File: config.mk
export PLATFORM = sky130hd
export DESIGN_NAME = byte_demux16
export DESIGN_NICKNAME = d
export VERILOG_FILES = /design/src/rtl/byte_demux16.sv
export SDC_FILE = /design/constraint.sdc
export NUM_CORES = 1
export LEC_CHECK = 0
export ABC_CLOCK_PERIOD_IN_PS = 2900
export CAP_MARGIN = 10
export CORE_MARGIN = 2
export CORE_UTILIZATION = 45
export DETAILED_ROUTE_END_ITERATION = 10
export GPL_TIMING_DRIVEN = 0
export PLACE_DENSITY = 0.8
export RECOVER_POWER = 100
export SLEW_MARGIN = 20
export SYNTH_ARGS = -nofsm -noshare
export SYNTH_HDL_FRONTEND = slang
export SYNTH_SLANG_ARGS = --single-unit
File: constraint.sdc
create_clock -name clk -period 2.9 [get_ports clk]
set_input_delay 0.29 -clock clk [delete_from_list [all_inputs] [get_ports clk]]
set_output_delay 0.29 -clock clk [all_outputs]
set_load 0.05 [all_outputs]
File: src/rtl/byte_demux16.sv
// byte_demux16: collects 16 bytes from an 8-bit AES datapath into a
// 128-bit state block and presents it with a valid/ready handshake.
// A two-state FSM (FILL / HOLD) owns the flow control; in HOLD the
// assembled block is frozen until the consumer takes it or clear flushes it.
// Optional feature: define DEMUX_BLKCNT_EN to add an 8-bit count of
// completed output handshakes on port blk_cnt.
module byte_demux16 #(
  parameter int LSB_FIRST = 1
) (
  input  logic         clk,
  input  logic         rst_n,
  input  logic         clear,
  input  logic [7:0]   in_byte,
  input  logic         in_valid,
  output logic         in_ready,
  output logic [127:0] out_block,
  output logic         out_valid,
  input  logic         out_ready,
  output logic [3:0]   byte_idx
`ifdef DEMUX_BLKCNT_EN
  ,
  output logic [7:0]   blk_cnt
`endif
);

  typedef enum logic {
    ST_FILL = 1'b0,
    ST_HOLD = 1'b1
  } state_t;

  state_t         r_state;
  state_t         w_state_next;
  logic [3:0]     r_byte_idx;
  logic [127:0]   r_out_block;
  logic           w_accept;
  logic           w_handshake;
  logic           w_last_byte;
  logic [6:0]     w_slot_lo;

  // Bit offset of the low bit of slot idx inside the 128-bit block.
  // LSB_FIRST places slot 0 at the bottom; otherwise slot 0 sits at the top
  // so the first byte received becomes the most significant byte.
  function automatic logic [6:0] slot_lo(input logic [3:0] idx);
    logic [6:0] lo;
    lo = {idx, 3'b000};
    if (LSB_FIRST != 0) begin
      slot_lo = lo;
    end else begin
      slot_lo = 7'd120 - lo;
    end
  endfunction

  assign w_slot_lo   = slot_lo(r_byte_idx);
  assign w_last_byte = (r_byte_idx == 4'd15);

  // Flow-control decode depends on state only, never on the inputs.
  assign in_ready  = (r_state == ST_FILL);
  assign out_valid = (r_state == ST_HOLD);
  assign out_block = r_out_block;
  assign byte_idx  = r_byte_idx;

  // Next-state and event decode; clear overrides both accept and handshake.
  always_comb begin
    w_state_next = r_state;
    w_accept     = 1'b0;
    w_handshake  = 1'b0;
    if (clear) begin
      w_state_next = ST_FILL;
    end else begin
      case (r_state)
        ST_FILL: begin
          if (in_valid) begin
            w_accept = 1'b1;
            if (w_last_byte) begin
              w_state_next = ST_HOLD;
            end
          end
        end
        ST_HOLD: begin
          if (out_ready) begin
            w_handshake  = 1'b1;
            w_state_next = ST_FILL;
          end
        end
        default: begin
          w_state_next = ST_FILL;
        end
      endcase
    end
  end

  // State register; reset drops any partial or complete block immediately.
  always_ff @(posedge clk or negedge rst_n) begin
    if (!rst_n) begin
      r_state <= ST_FILL;
    end else begin
      r_state <= w_state_next;
    end
  end

  // Slot pointer: rewinds on clear, advances on each accepted byte and
  // wraps from 15 to 0 as the block completes.
  always_ff @(posedge clk or negedge rst_n) begin
    if (!rst_n) begin
      r_byte_idx <= 4'd0;
    end else if (clear) begin
      r_byte_idx <= 4'd0;
    end else if (w_accept) begin
      r_byte_idx <= r_byte_idx + 4'd1;
    end
  end

  // Block storage: only the addressed slot is written; the other slots keep
  // whatever the previous block left there.
  always_ff @(posedge clk or negedge rst_n) begin
    if (!rst_n) begin
      r_out_block <= 128'h0;
    end else if (w_accept) begin
      r_out_block[w_slot_lo +: 8] <= in_byte;
    end
  end

`ifdef DEMUX_BLKCNT_EN
  logic [7:0] r_blk_cnt;

  assign blk_cnt = r_blk_cnt;

  // Completed-handshake counter; clear never counts as a delivery.
  always_ff @(posedge clk or negedge rst_n) begin
    if (!rst_n) begin
      r_blk_cnt <= 8'd0;
    end else if (w_handshake) begin
      r_blk_cnt <= r_blk_cnt + 8'd1;
    end
  end
`else
  logic w_unused_handshake;
  assign w_unused_handshake = w_handshake;
`endif

endmodule

==> impl_metrics.csv, run 1 <==
group,metric,value,unit
critical_path,critPathTopFamily,"compound AO/OA/AOI/OAI gates",
routing,via_count,4040,
die,chipHeight,113,µm
timing,final-setup-viol-count,0,
global_route,grt_max_degree,83,
critical_path,max_stage_delay,650,ps
final_layout,mostFrequentLayoutCells,"dlygate4sd3_1 (135), dfrtp_1 (133), o21ai_0 (79)",
placement,gp_congestion,0.824,
critical_path,worstSetupPathType,"reg -> reg",
critical_path,crit_buf_inv,2,
outcome,status,"finished, violations left",
final_layout,drive_above_1_share,17.7,%
critical_path,crit_fanout,10,
yosys,synth_top_family_by_area,"multiplexers",
die,core,0.0115,mm²
die,die_area,0.0128,mm²
final_layout,final_cells,753,
yosys,yosysSeqAreaShare,61.9,%
outcome,violations,"capacitance limit, slew limit",
yosys,synth_compound_area_share,9.24,%
final_layout,diodes,0,
clock_tree,clkTransAtPathRegs,60,ps
routing,routedWlPerCell,18.6,µm
final_layout,stdcell_area,0.00753,mm²
final_layout,nets,613,
yosys,synth_simple_gate_area_share,7.52,%
timing,fmax,383,MHz
critical_path,arrival,2910,ps
yosys,synth_seq_cells,133,
timing,setup_ws,288,ps
final_layout,final_common_cell,"dlygate4sd3_1",
final_layout,multi_input_area,0.00185,mm²
timing,tightest_slew,2010,ps
timing,skew,6.44,ps
flow_run,maxCapViolCount,1,
yosys,syn_area_per_cell,12.2,µm²
yosys,synthesis.nets,455,
routing,wl,14.0,mm
timing,finalMaxSlewViolations,82,
critical_path,crit_required,3200,ps
worst_hold_path,min_path_type,"in -> reg",
clock_tree,cts_sinks,133,
clock_tree,clockBufferDepth,2,
global_route,grt_util_met3,9.48,%
placement,place_area,0.00696,mm²
timing,maxSlewHeadroom,-33.8,%
critical_path,path_cells,"buf_2 -> inv_1 -> ha_1 -> and2b_1 -> and2_1 -> o2111ai_1 -> mux2_2",
global_route,grt_pass1_wl,22.3,mm
placement,pre_cts_ws,366,ps
timing,period_share,90.1,%
routing,route.detailed.drc,0,
clock_tree,cts_root_buffer,"clkbuf_16",
yosys,synth.area.mux_share,16.6,%
power,max-vdd-ir-drop,0.597,mV
global_route,antenna_found_initial,0,
global_route,met1_usage,28.1,%
timing,min_period,2610,ps
die,ios,147,
placement,port-buffer-count,137,
global_route,grtUsageMet2,37.8,%
routing,drtIter0Drc,289,
yosys,synthesis.area,0.00538,mm²
clock_tree,cts_made_buffers,17,
final_layout,regArea,0.00333,mm²
die,die_w,113,µm
routing,dr.pass1.iters,4,
yosys,yosys.cell_types.count,41,
final_layout,area_delta_synth_final,39.9,%
critical_path,start_kind,"flip-flop",
clock_tree,htree_levels,4,
timing,setup_tns,0,ps
clock_tree,cts_tree,"done",
die,initial_core_util,46.7,%
global_route,grt_overflow_total,0,
final_layout,fillers,913,
yosys,syn_inst,439,
die,rows,39,
critical_path,slowest_stage,"o2111ai_1",
timing,rsz0062_at_grt,"false",
timing,hold_violations,0,
power,p_per_area,651,mW/mm²
placement,hpwl,9.79,mm
yosys,synthAdderAreaFrac,0.698,%
clock_tree,clk_latency,420,ps
yosys,synth-xor-area-share,0.651,%
routing,drtAntennaViolNets,0,
critical_path,end_kind,"flip-flop",
final_layout,post-route-util,65.4,%
global_route,grtUsageTotal,23.0,%
global_route,top_usage_layer,"met2",
yosys,ys_warn_count,0,
placement,dp.cells,720,
global_route,grt_pass1_vias,4179,
power,p_leak,3.85,nW
routing,routed_via_density,5.37,
[cells in the mapped netlist (all sizes together)]
master     n  share of area [%]
a21boi     1               0.35
a21oi      4               0.37
a22o       1               0.16
a22oi      1               0.14
and2       2               0.23
and2b      1               0.16
and3       1               0.12
buf       17                1.5
clkbuf     7               0.49
dfrtp    133                 62
ha         3               0.70
inv       20                1.4
mux2      65                 14
mux2i     16                3.0
nand2     43                3.2
nand3      2               0.19
nand3b     1               0.14
nand4      3               0.47
nand4b     1               0.16
nor2      14                1.0
nor2b      3               0.35
nor3       2               0.19
nor3b      2               0.49
o2111ai    1               0.28
o211ai     1               0.14
o21ai     82                7.6
o2bb2ai    1               0.16
or2        6               0.70
or3        1               0.12
xnor2      3               0.49
xor2       1               0.16
[layout make-up]
type                    count  area share [%]
repair buffers            139            18.7
multi-input cells         262            24.5
clock buffers              21            6.12
flip-flops and latches    133            44.2
clock inverters            11            1.66
well taps                 143            2.38
inverters                  20           0.998
plain buffers              24            1.43
[layer usage]
layer	up-vias	share of wire, %
met2	160	50
met5	-	0
li1	1822	-
met4	0	1.1
met1	2042	41
met3	16	8.7
[flip-flops by register name (all words and copies together) (netlist names)]
name       count
out_block    128
byte_idx       4
out_valid      1
[worst paths after layout]
kind	end	slack, ps	cells after the start	from
setup / recovery	out_block[54]	290	7	byte_idx[0]
hold / removal	out_valid	60	2	clear
setup reg to reg	out_block[54]	290	7	byte_idx[0]
hold reg to reg	out_block[45]	480	2	out_block[45]
max in group asynchronous	out_block[47]	720	2	rst_n
min in group asynchronous	out_block[2]	990	2	rst_n
[power breakdown]
part	internal (mW)	leakage [nW]	switching, mW
Sequential	1.95	1.75	0.0477
Clock	1.31	0.272	0.801
Combinational	0.228	1.82	0.560
[kinds of logic (layout without fill, tap and decap cells)]
group / after synthesis / after routing
fa+ha+maj: 3 / 3
compound gates: 92 / 92
flops: 133 / 133
buf+inv: 44 / 215
simple gates: 82 / 82
xor+xnor: 4 / 4
mux: 81 / 81
[metrics by stage]
step / power [mW] / hold slack, ps
3_3_place_gp: 2.84 / 465
2_1_floorplan: 2.55 / -5.59
5_1_grt: 5.06 / 64.9
3_5_place_dp: 2.86 / 381
6_report: 4.90 / 59.9
4_1_cts: 4.97 / 51.0
[repair_timing]
| action | in CTS | in global routing |
|---|---|---|
| endpoints found under the hold margin | 81 | 0 |
| hold buffers | 1 | 0 |
| gates resized for setup | 0 | 0 |
| setup buffers | 0 | 0 |
Note: power is estimated with default switching activity, not from simulation.
==> run 2, diff against run 1 <==
--- a/config.mk
+++ b/config.mk
@@ -5,13 +5,12 @@
 export SDC_FILE = /design/constraint.sdc
 export NUM_CORES = 1
 export LEC_CHECK = 0
-export ABC_CLOCK_PERIOD_IN_PS = 2900
 export CAP_MARGIN = 10
 export CORE_MARGIN = 2
 export CORE_UTILIZATION = 45
 export DETAILED_ROUTE_END_ITERATION = 10
 export GPL_TIMING_DRIVEN = 0
-export PLACE_DENSITY = 0.8
+export PLACE_DENSITY = 0.87
 export RECOVER_POWER = 100
 export SLEW_MARGIN = 20
 export SYNTH_ARGS = -nofsm -noshare
==> run 2 against run 1 <==
Fmax down 0.56%. Final area up 0.81%. Die area unchanged. Critical endpoint is now out_block[73]. Cell count down 0.13%. The run still ends with capacitance limit, slew limit left. Largest power group unchanged. Total power up 3.8%. Non-clock buffer count unchanged.
==> impl_metrics.csv, run 2 (synthesized netlist as in run 1, its figures left out) <==
group,metric,value,unit
timing,skew,4.37,ps
final_layout,post-route-util,65.9,%
power,p_leak,3.89,nW
timing,finalMaxSlewViolations,75,
routing,routed_via_density,5.40,
timing,final-setup-viol-count,0,
clock_tree,htree_levels,4,
timing,setup_ws,274,ps
global_route,grt_overflow_total,0,
clock_tree,post_cts_buffers,0,
critical_path,start_kind,"flip-flop",
final_layout,diodes,0,
routing,dr.pass1.iters,4,
clock_tree,clkTransAtPathRegs,50,ps
timing,maxSlewHeadroom,-21.1,%
timing,fmax,381,MHz
routing,wl,14.2,mm
routing,drtIter0Drc,357,
worst_hold_path,holdPathStages,2,
placement,gp_congestion,0.960,
global_route,grt_pass1_wl,22.8,mm
power,max-vdd-ir-drop,0.564,mV
clock_tree,cts_tree,"done",
die,die_w,113,µm
power,p_per_area,670,mW/mm²
outcome,status,"finished, violations left",
routing,via_count,4060,
critical_path,reg2reg_to,"out_block[73]",
final_layout,drive_above_1_share,18.2,%
clock_tree,cts_made_buffers,17,
global_route,grtUsageTotal,23.4,%
global_route,antenna_found_initial,0,
clock_tree,cts_root_buffer,"clkbuf_16",
outcome,violations,"capacitance limit, slew limit",
die,rows,39,
timing,tightest_slew,1820,ps
final_layout,mostFrequentLayoutCells,"dlygate4sd3_1 (135), dfrtp_1 (133), o21ai_0 (74)",
power,finalPower,5.08,mW
critical_path,crit_required,3180,ps
critical_path,r2r_cells,9,
worst_hold_path,hp-start,"clear",
critical_path,crit_fanout,9,
placement,pre_cts_ws,380,ps
placement,port-buffer-count,137,
critical_path,arrival,2910,ps
die,ios,147,
final_layout,nets,613,
timing,rsz0062_at_grt,"false",
clock_tree,cts_hold_buf,1,
critical_path,end_kind,"flip-flop",
die,initial_core_util,46.7,%
clock_tree,clk_latency,410,ps
critical_path,ff2ff_setup_slack,270,ps
clock_tree,cts_sinks,133,
worst_hold_path,min_to,"out_valid",
timing,setup_tns,0,ps
timing,min_period,2630,ps
timing,period_share,90.6,%
worst_hold_path,min_path_type,"in -> reg",
placement,hpwl,10.0,mm
final_layout,area_delta_synth_final,41.1,%
critical_path,worstSetupPathType,"reg -> reg",
routing,routedWlPerCell,18.8,µm
die,die_area,0.0128,mm²
final_layout,final_common_cell,"dlygate4sd3_1",
global_route,grt_pass1_vias,4268,
clock_tree,cts-resized-gates,0,
critical_path,crit_start,"byte_idx[1]",
routing,route.detailed.drc,0,
routing,drtAntennaViolNets,0,
final_layout,largest_reg_flops,128,
timing,hold_violations,0,
die,chipHeight,113,µm
global_route,grt_max_degree,76,
critical_path,rr_startpoint,"byte_idx[1]",
clock_tree,clockBufferDepth,2,
die,core,0.0115,mm²
flow_run,maxCapViolCount,1,
run 2: routing by layer:
metal / wire (µm) / global-route usage, % / part of all wire [%] / vias to the layer above
met5: 0 / 0 / 0 / -
li1: - / - / - / 1829
met4: 306 / 8.29 / 2.2 / 0
met2: 6980 / 38.1 / 49 / 159
met1: 5740 / 28.8 / 40 / 2035
met3: 1150 / 8.84 / 8.1 / 37
run 2: per-stage QoR:
stage / cell area, µm² / hold slack [ps] / cells
2_1_floorplan: 5380 / -5.59 / 439
3_3_place_gp: 6930 / 464 / 719
3_5_place_dp: 6960 / 349 / 720
4_1_cts: 7610 / 60.1 / 752
5_1_grt: 7590 / 56.2 / 752
6_report: 7590 / 71.4 / 752
run 2: worst max-delay path: stages, from the launching register on:
cell and delay [ps]:
dfrtp_1 420, buf_2 190, inv_1 120, ha_1 260, or2_1 200, o21ai_1 110, a22oi_1 600, or2_0 190
clkbuf_1 270, o21ai_0 140
run 2: worst max-delay path by stage:
stage                          end  slack [ps]  depth (start not counted)
floorplan           out_block[112]         390                          7
global placement    out_block[104]       -3150                          1
detailed placement  out_block[113]         380                          7
CTS                  out_block[93]         310                          9
global route         out_block[73]          50                          9
finish               out_block[73]         270                          9
run 2: where the power goes:
group	switching (mW)	total (mW)	internal (mW)	leakage, nW
logic	0.566	0.794	0.228	1.82
registers	0.0469	2.00	1.95	1.75
clock network	0.748	2.29	1.54	0.318
total	1.36	5.08	3.72	3.89
run 2: area by class of cell:
class / count / area (µm²)
Clock inverter: 9 / 148
Inverter: 20 / 75.1
Multi-Input combinational cell: 262 / 1850
Fill cell: 843 / 3930
Clock buffer: 22 / 494
Tap cell: 143 / 179
Sequential cell: 133 / 3330
Buffer: 24 / 106
Timing Repair Buffer: 139 / 1400
